**src/rtl/uart_tx_buffered_pkg.sv**
```systemverilog
// rtl/uart_tx_buffered_pkg.sv - shared UART framing constants and FSM state encodings
package uart_tx_buffered_pkg;

  // Payload width of one UART character (8N1 framing)
  localparam int UART_DATA_BITS = 8;

  // Level the serial line rests at between frames and during the stop bit
  localparam logic UART_IDLE_LEVEL = 1'b1;

  // Serializer states; kept as plain constants so the uart_rx side can share them
  localparam logic [1:0] ST_IDLE  = 2'd0;
  localparam logic [1:0] ST_START = 2'd1;
  localparam logic [1:0] ST_DATA  = 2'd2;
  localparam logic [1:0] ST_STOP  = 2'd3;

  typedef logic [UART_DATA_BITS-1:0] uart_byte_t;

endpackage

```
**src/rtl/uart_byte_fifo.sv**
```systemverilog
// rtl/uart_byte_fifo.sv - synchronous byte FIFO with extra-MSB full/empty detection
module uart_byte_fifo
  import uart_tx_buffered_pkg::*;
#(
  parameter int DEPTH = 16
) (
  input  logic                       clk,
  input  logic                       rst_n,
  input  logic                       push_i,
  input  uart_byte_t                 push_data_i,
  input  logic                       pop_i,
  output uart_byte_t                 pop_data_o,
  output logic                       full_o,
  output logic                       empty_o,
  output logic [$clog2(DEPTH+1)-1:0] count_o
);

  localparam int AW = $clog2(DEPTH);
  localparam int CW = $clog2(DEPTH + 1);

  uart_byte_t    mem_q [DEPTH];
  logic [AW:0]   wr_ptr_q, wr_ptr_d;
  logic [AW:0]   rd_ptr_q, rd_ptr_d;
  logic          push_ok;
  logic          pop_ok;

  // Pointers share the low bits for addressing; the MSB tells full from empty
  assign empty_o = (wr_ptr_q == rd_ptr_q);
  assign full_o  = (wr_ptr_q[AW] != rd_ptr_q[AW]) &&
                   (wr_ptr_q[AW-1:0] == rd_ptr_q[AW-1:0]);
  assign count_o = CW'(wr_ptr_q - rd_ptr_q);

  // Requests are gated here so callers may assert push/pop unconditionally
  assign push_ok    = push_i && !full_o;
  assign pop_ok     = pop_i && !empty_o;
  assign pop_data_o = mem_q[rd_ptr_q[AW-1:0]];

  // Next pointer values; both may advance in the same cycle
  always_comb begin
    wr_ptr_d = wr_ptr_q;
    rd_ptr_d = rd_ptr_q;
    if (push_ok) wr_ptr_d = wr_ptr_q + 1'b1;
    if (pop_ok)  rd_ptr_d = rd_ptr_q + 1'b1;
  end

  // Pointer registers; reset flushes the FIFO
  always_ff @(posedge clk) begin
    if (!rst_n) begin
      wr_ptr_q <= '0;
      rd_ptr_q <= '0;
    end else begin
      wr_ptr_q <= wr_ptr_d;
      rd_ptr_q <= rd_ptr_d;
    end
  end

  // Storage array; contents need no reset because the pointers define validity
  always_ff @(posedge clk) begin
    if (push_ok) mem_q[wr_ptr_q[AW-1:0]] <= push_data_i;
  end

endmodule

```
**src/rtl/uart_tx_buffered.sv**
```systemverilog
// rtl/uart_tx_buffered.sv - buffered 8N1 UART transmitter with valid/ready byte input
module uart_tx_buffered
  import uart_tx_buffered_pkg::*;
#(
  parameter logic [15:0] CLKS_PER_BIT = 16'd10416,
  parameter int          FIFO_DEPTH   = 16
) (
  input  logic                            clk,
  input  logic                            rst_n,
  input  logic [7:0]                      s_data,
  input  logic                            s_valid,
  output logic                            s_ready,
  output logic                            utx,
  output logic                            busy,
  output logic                            tx_done,
  output logic [$clog2(FIFO_DEPTH+1)-1:0] fifo_count
);

  localparam logic [2:0] LAST_BIT = 3'(UART_DATA_BITS - 1);

  logic [1:0]  state_q, state_d;
  logic [15:0] clk_cnt_q, clk_cnt_d;
  logic [2:0]  bit_idx_q, bit_idx_d;
  uart_byte_t  shift_q, shift_d;
  logic        utx_q, utx_d;
  logic        busy_q, busy_d;
  logic        tx_done_q, tx_done_d;

  logic        fifo_pop;
  uart_byte_t  fifo_data;
  logic        fifo_full;
  logic        fifo_empty;
  logic        bit_end;

  uart_byte_fifo #(
    .DEPTH (FIFO_DEPTH)
  ) u_fifo (
    .clk         (clk),
    .rst_n       (rst_n),
    .push_i      (s_valid),
    .push_data_i (s_data),
    .pop_i       (fifo_pop),
    .pop_data_o  (fifo_data),
    .full_o      (fifo_full),
    .empty_o     (fifo_empty),
    .count_o     (fifo_count)
  );

  // Ready depends only on FIFO occupancy, so a pop in the same cycle never frees a slot early
  assign s_ready = !fifo_full;

  assign bit_end = (clk_cnt_q == CLKS_PER_BIT - 16'd1);

  // Serializer next-state: bit timing, shifting and FIFO pops
  always_comb begin
    state_d   = state_q;
    clk_cnt_d = clk_cnt_q;
    bit_idx_d = bit_idx_q;
    shift_d   = shift_q;
    fifo_pop  = 1'b0;
    case (state_q)
      ST_IDLE: begin
        clk_cnt_d = '0;
        bit_idx_d = '0;
        if (!fifo_empty) begin
          fifo_pop = 1'b1;
          shift_d  = fifo_data;
          state_d  = ST_START;
        end
      end
      ST_START: begin
        if (bit_end) begin
          clk_cnt_d = '0;
          bit_idx_d = '0;
          state_d   = ST_DATA;
        end else begin
          clk_cnt_d = clk_cnt_q + 16'd1;
        end
      end
      ST_DATA: begin
        if (bit_end) begin
          clk_cnt_d = '0;
          shift_d   = shift_q >> 1;
          if (bit_idx_q == LAST_BIT) begin
            state_d = ST_STOP;
          end else begin
            bit_idx_d = bit_idx_q + 3'd1;
          end
        end else begin
          clk_cnt_d = clk_cnt_q + 16'd1;
        end
      end
      ST_STOP: begin
        if (bit_end) begin
          clk_cnt_d = '0;
          bit_idx_d = '0;
          // Chain straight into the next start bit so frames leave with no idle gap
          if (!fifo_empty) begin
            fifo_pop = 1'b1;
            shift_d  = fifo_data;
            state_d  = ST_START;
          end else begin
            state_d = ST_IDLE;
          end
        end else begin
          clk_cnt_d = clk_cnt_q + 16'd1;
        end
      end
      default: begin
        state_d   = ST_IDLE;
        clk_cnt_d = '0;
        bit_idx_d = '0;
      end
    endcase
  end

  // Line, busy and done are derived from the current state and registered together,
  // so all three stay aligned with each other one cycle behind the FSM
  always_comb begin
    utx_d     = UART_IDLE_LEVEL;
    busy_d    = (state_q != ST_IDLE);
    tx_done_d = (state_q == ST_STOP) && bit_end;
    case (state_q)
      ST_START: utx_d = ~UART_IDLE_LEVEL;
      ST_DATA:  utx_d = shift_q[0];
      default:  utx_d = UART_IDLE_LEVEL;
    endcase
  end

  // State and output registers; reset aborts any frame in flight
  always_ff @(posedge clk) begin
    if (!rst_n) begin
      state_q   <= ST_IDLE;
      clk_cnt_q <= '0;
      bit_idx_q <= '0;
      shift_q   <= '0;
      utx_q     <= UART_IDLE_LEVEL;
      busy_q    <= 1'b0;
      tx_done_q <= 1'b0;
    end else begin
      state_q   <= state_d;
      clk_cnt_q <= clk_cnt_d;
      bit_idx_q <= bit_idx_d;
      shift_q   <= shift_d;
      utx_q     <= utx_d;
      busy_q    <= busy_d;
      tx_done_q <= tx_done_d;
    end
  end

  assign utx     = utx_q;
  assign busy    = busy_q;
  assign tx_done = tx_done_q;

endmodule

```
**config.mk**
```make
export PLATFORM = sky130hd
export DESIGN_NAME = uart_tx_buffered
export DESIGN_NICKNAME = d
export VERILOG_FILES = /design/src/rtl/uart_tx_buffered_pkg.sv /design/src/rtl/uart_byte_fifo.sv /design/src/rtl/uart_tx_buffered.sv
export SDC_FILE = /design/constraint.sdc
export NUM_CORES = 1
export LEC_CHECK = 0
export CORE_UTILIZATION = 55
export CTS_CLUSTER_DIAMETER = 100
export DETAILED_ROUTE_END_ITERATION = 8
export DONT_BUFFER_PORTS = 1
export PLACE_DENSITY = 0.7
export SYNTH_ARGS = -nofsm -noshare
export SYNTH_HDL_FRONTEND = slang
export SYNTH_SLANG_ARGS = --single-unit
```
**constraint.sdc**
```tcl
create_clock -name clk -period 3.04 [get_ports clk]
set_input_delay 0.152 -clock clk [delete_from_list [all_inputs] [get_ports clk]]
set_output_delay 0.152 -clock clk [all_outputs]
set_load 0.005 [all_outputs]
```
==> results by group <==
Status
  – Outcome: finished clean

Yosys
  – Synth cell types: 49
  – Async SR Flop Fraction: 0%
  – Synth area leader: edfxtp_1
  – Yosys top cell area share: 52.4%
  – Synth top area cells: edfxtp_1 52%, dfxtp_1 13%, mux4_2 6.1%
  – Post-synth EDFFs: 128
  – Mapped Area: 7330 um^2
  – Flop and latch count out of synthesis: 174
  – Warnings from Yosys: 0
  – Commonest cells in the netlist: 128 x edfxtp_1, 46 x dfxtp_1, 39 x nor2_1
  – Net count after synthesis: 534
  – Seq/Total Area, Yosys: 65.0%
  – Most frequent cell after synthesis: edfxtp_1
  – Avg Cell Area, Syn: 14.5 um^2
  – Cells after synthesis: 505
  – Post-synth top flop: edfxtp_1

STA
  – Min cycle time layout: 2580 ps
  – Peak Freq: 0.388 GHz
  – Max Slew Vio Count: 0
  – Fin crit share: 84.9%
  – Final setup fails: 0
  – RSZ-0062 raised after global routing: false
  – TNS Setup: 0 ps
  – Final WS setup: 459 ps
  – Worst slew pin tran: 933 ps
  – Max-slew headroom: 37.6%
  – Final Hold Viols: 0
  – Clk_skew: 9.22 ps

Floorplanning
  – Core Region: 12800 um^2
  – Initial Util: 57.2%
  – Row count: 41
  – Die width: 117 um
  – # IOs: 20
  – Area of the die: 13800 um^2
  – Die H: 117 um

Worst setup path
  – RR Startpoint: u_fifo.wr_ptr_q[2]
  – WP data required: 3170 ps
  – Arrival time of the worst setup path: 2710 ps
  – Reg-to-Reg End: u_fifo.mem_q[3][4]
  – Worst R2R Setup Slack: 460 ps
  – CP Capture Type: flip-flop
  – Critical Path Fanout Max: 10
  – WS Path Type: reg -> reg
  – FF-to-FF path depth: 6
  – Critical path launch point type: flip-flop

Cells and area
  – Fin area: 8250 um^2
  – Synthesis-to-layout area growth: 12.5%
  – Antenna Cells: 0
  – NumNets Final: 560
  – Layout cells sized above 1: 15.3%
  – Non-filler cells, final: 716

Global route
  – Global-route wire length before repair: 23100 um
  – Vias in the first global route: 4242
  – Total Routing Usage GR: 22.6%
  – Grt total ovfl: 0
  – Largest net degree at the start of global routing: 45
  – Antenna violations before repair: 0

Placed design
  – RD Place Congestion: 0.813
  – Hpwl dp: 9160 um
  – Worst slack, placed: 491 ps
  – Placed cell count: 675
  – IO Port Bufs: 0
  – Area post-placement: 7620 um^2

Power and ir drop
  – Worst IR drop on VDD: 0.603 mV
  – LEAKAGE: 2.73 nW
  – Pwr Density: 765 nW/um^2

Clock network
  – CTS tree: yes
  – Num CTS Buffers: 17
  – H-tree levels: 4
  – Hold-fix buffers, CTS: 9
  – Reg clk slew, reported paths: 60 ps
  – Setup Buffers After CTS: 0
  – Clock sinks: 174
  – # resized after CTS: 0
  – Clock buffer depth: 2
  – Clk_lat worst skew: 430 ps
  – CTS root buffer: clkbuf_16

Worst hold path
  – Hold crit path type: in -> reg
  – Cells on Worst Hold Path: 3
  – Min-delay src: rst_n
  – Hold path endpoint: shift_q[2]

Route
  – DR pass1 iterations: 5
  – Post-route ant nets: 0
  – Drt total wl: 14600 um
  – Vias: 4202
  – Initial DRC count: 323
  – Vias per cell: 5.87
  – # DRC: 0
  – Routed WL per cell: 20.4 um

Flow run
  – Max cap viols: 0
[layout by cell type (no fill, tap or decap), types with 13 or more instances in the layout]
cell,n
edfxtp_1,128
dfxtp_1,45
nor2_1,39
mux2i_1,36
nand2_1,26
nand3_1,22
mux4_2,20
buf_4,19
inv_1,17
ha_1,17
clkbuf_16,17
a21oi_1,13
a221oi_1,13
[through the flow]
step / hold slack [ps] / total power, mW / util, %
after floorplan: 251 / 4.01 / -
after global placement: 227 / 4.31 / 59.4
after detailed placement: 219 / 4.35 / 59.4
after CTS: 38.6 / 6.34 / 64.3
after global routing: 66.6 / 6.59 / 64.3
final: 49.0 / 6.31 / 64.3
[metal layers]
metal	wire length (um)	track usage [%]	up-vias
met5	0	0	-
met4	235	8.33	0
met3	647	5.81	20
met2	7420	37.4	93
met1	6300	28.8	2099
li1	-	-	1990
[worst max-delay path, cell delays in order (launching register included)]
cell      delay (ps)
dfxtp_1          530
ha_1             350
and4_1           220
a21boi_1         480
nand2_1          290
nor3_1           200
buf_4            220
[area by class of cell]
type / instances / area, um^2
flip-flops and latches: 174 / 4770
fillers: 946 / 4580
multi-input cells: 292 / 2410
clock buffers: 17 / 425
repair buffers: 29 / 253
well taps: 172 / 215
clock inverters: 15 / 111
inverters: 17 / 63.8
[cells by family (layout without fill, tap and decap cells)]
family          after synthesis  in the layout  synth area share [%]
compound gates               64             64                  6.69
xor+xnor                     19             19                  2.27
fa+ha+maj                    18             18                  3.17
buf+inv                      39             78                  2.12
flops                       174            174                  65.0
mux                          57             57                  11.2
simple gates                134            134                  9.54
[how the worst max path moves through the flow]
stage                                   from            endpoint  depth (start not counted)
after floorplan           u_fifo.wr_ptr_q[0]  u_fifo.mem_q[3][0]                          6
after global placement    u_fifo.wr_ptr_q[2]  u_fifo.mem_q[3][7]                          6
after detailed placement  u_fifo.wr_ptr_q[2]  u_fifo.mem_q[3][7]                          6
after CTS                 u_fifo.wr_ptr_q[2]  u_fifo.mem_q[3][7]                          6
after global routing      u_fifo.wr_ptr_q[2]  u_fifo.mem_q[3][4]                          6
final                     u_fifo.wr_ptr_q[2]  u_fifo.mem_q[3][4]                          6
[power breakdown]
group	switching [mW]	total (mW)	internal, mW	leakage (nW)
registers	0.0837	2.75	2.66	1.53
logic	0.899	1.60	0.698	0.935
clock network	0.916	1.97	1.05	0.267
[sequential cells by signal (all words and copies together) (netlist names), named ones only]
register	cells
u_fifo.mem_q	128
clk_cnt_q	16
shift_q	8
u_fifo.rd_ptr_q	5
u_fifo.wr_ptr_q	5
bit_idx_q	3
state_q	2
busy	1
tx_done	1
utx	1
Note: power is estimated with default switching activity, not from simulation.
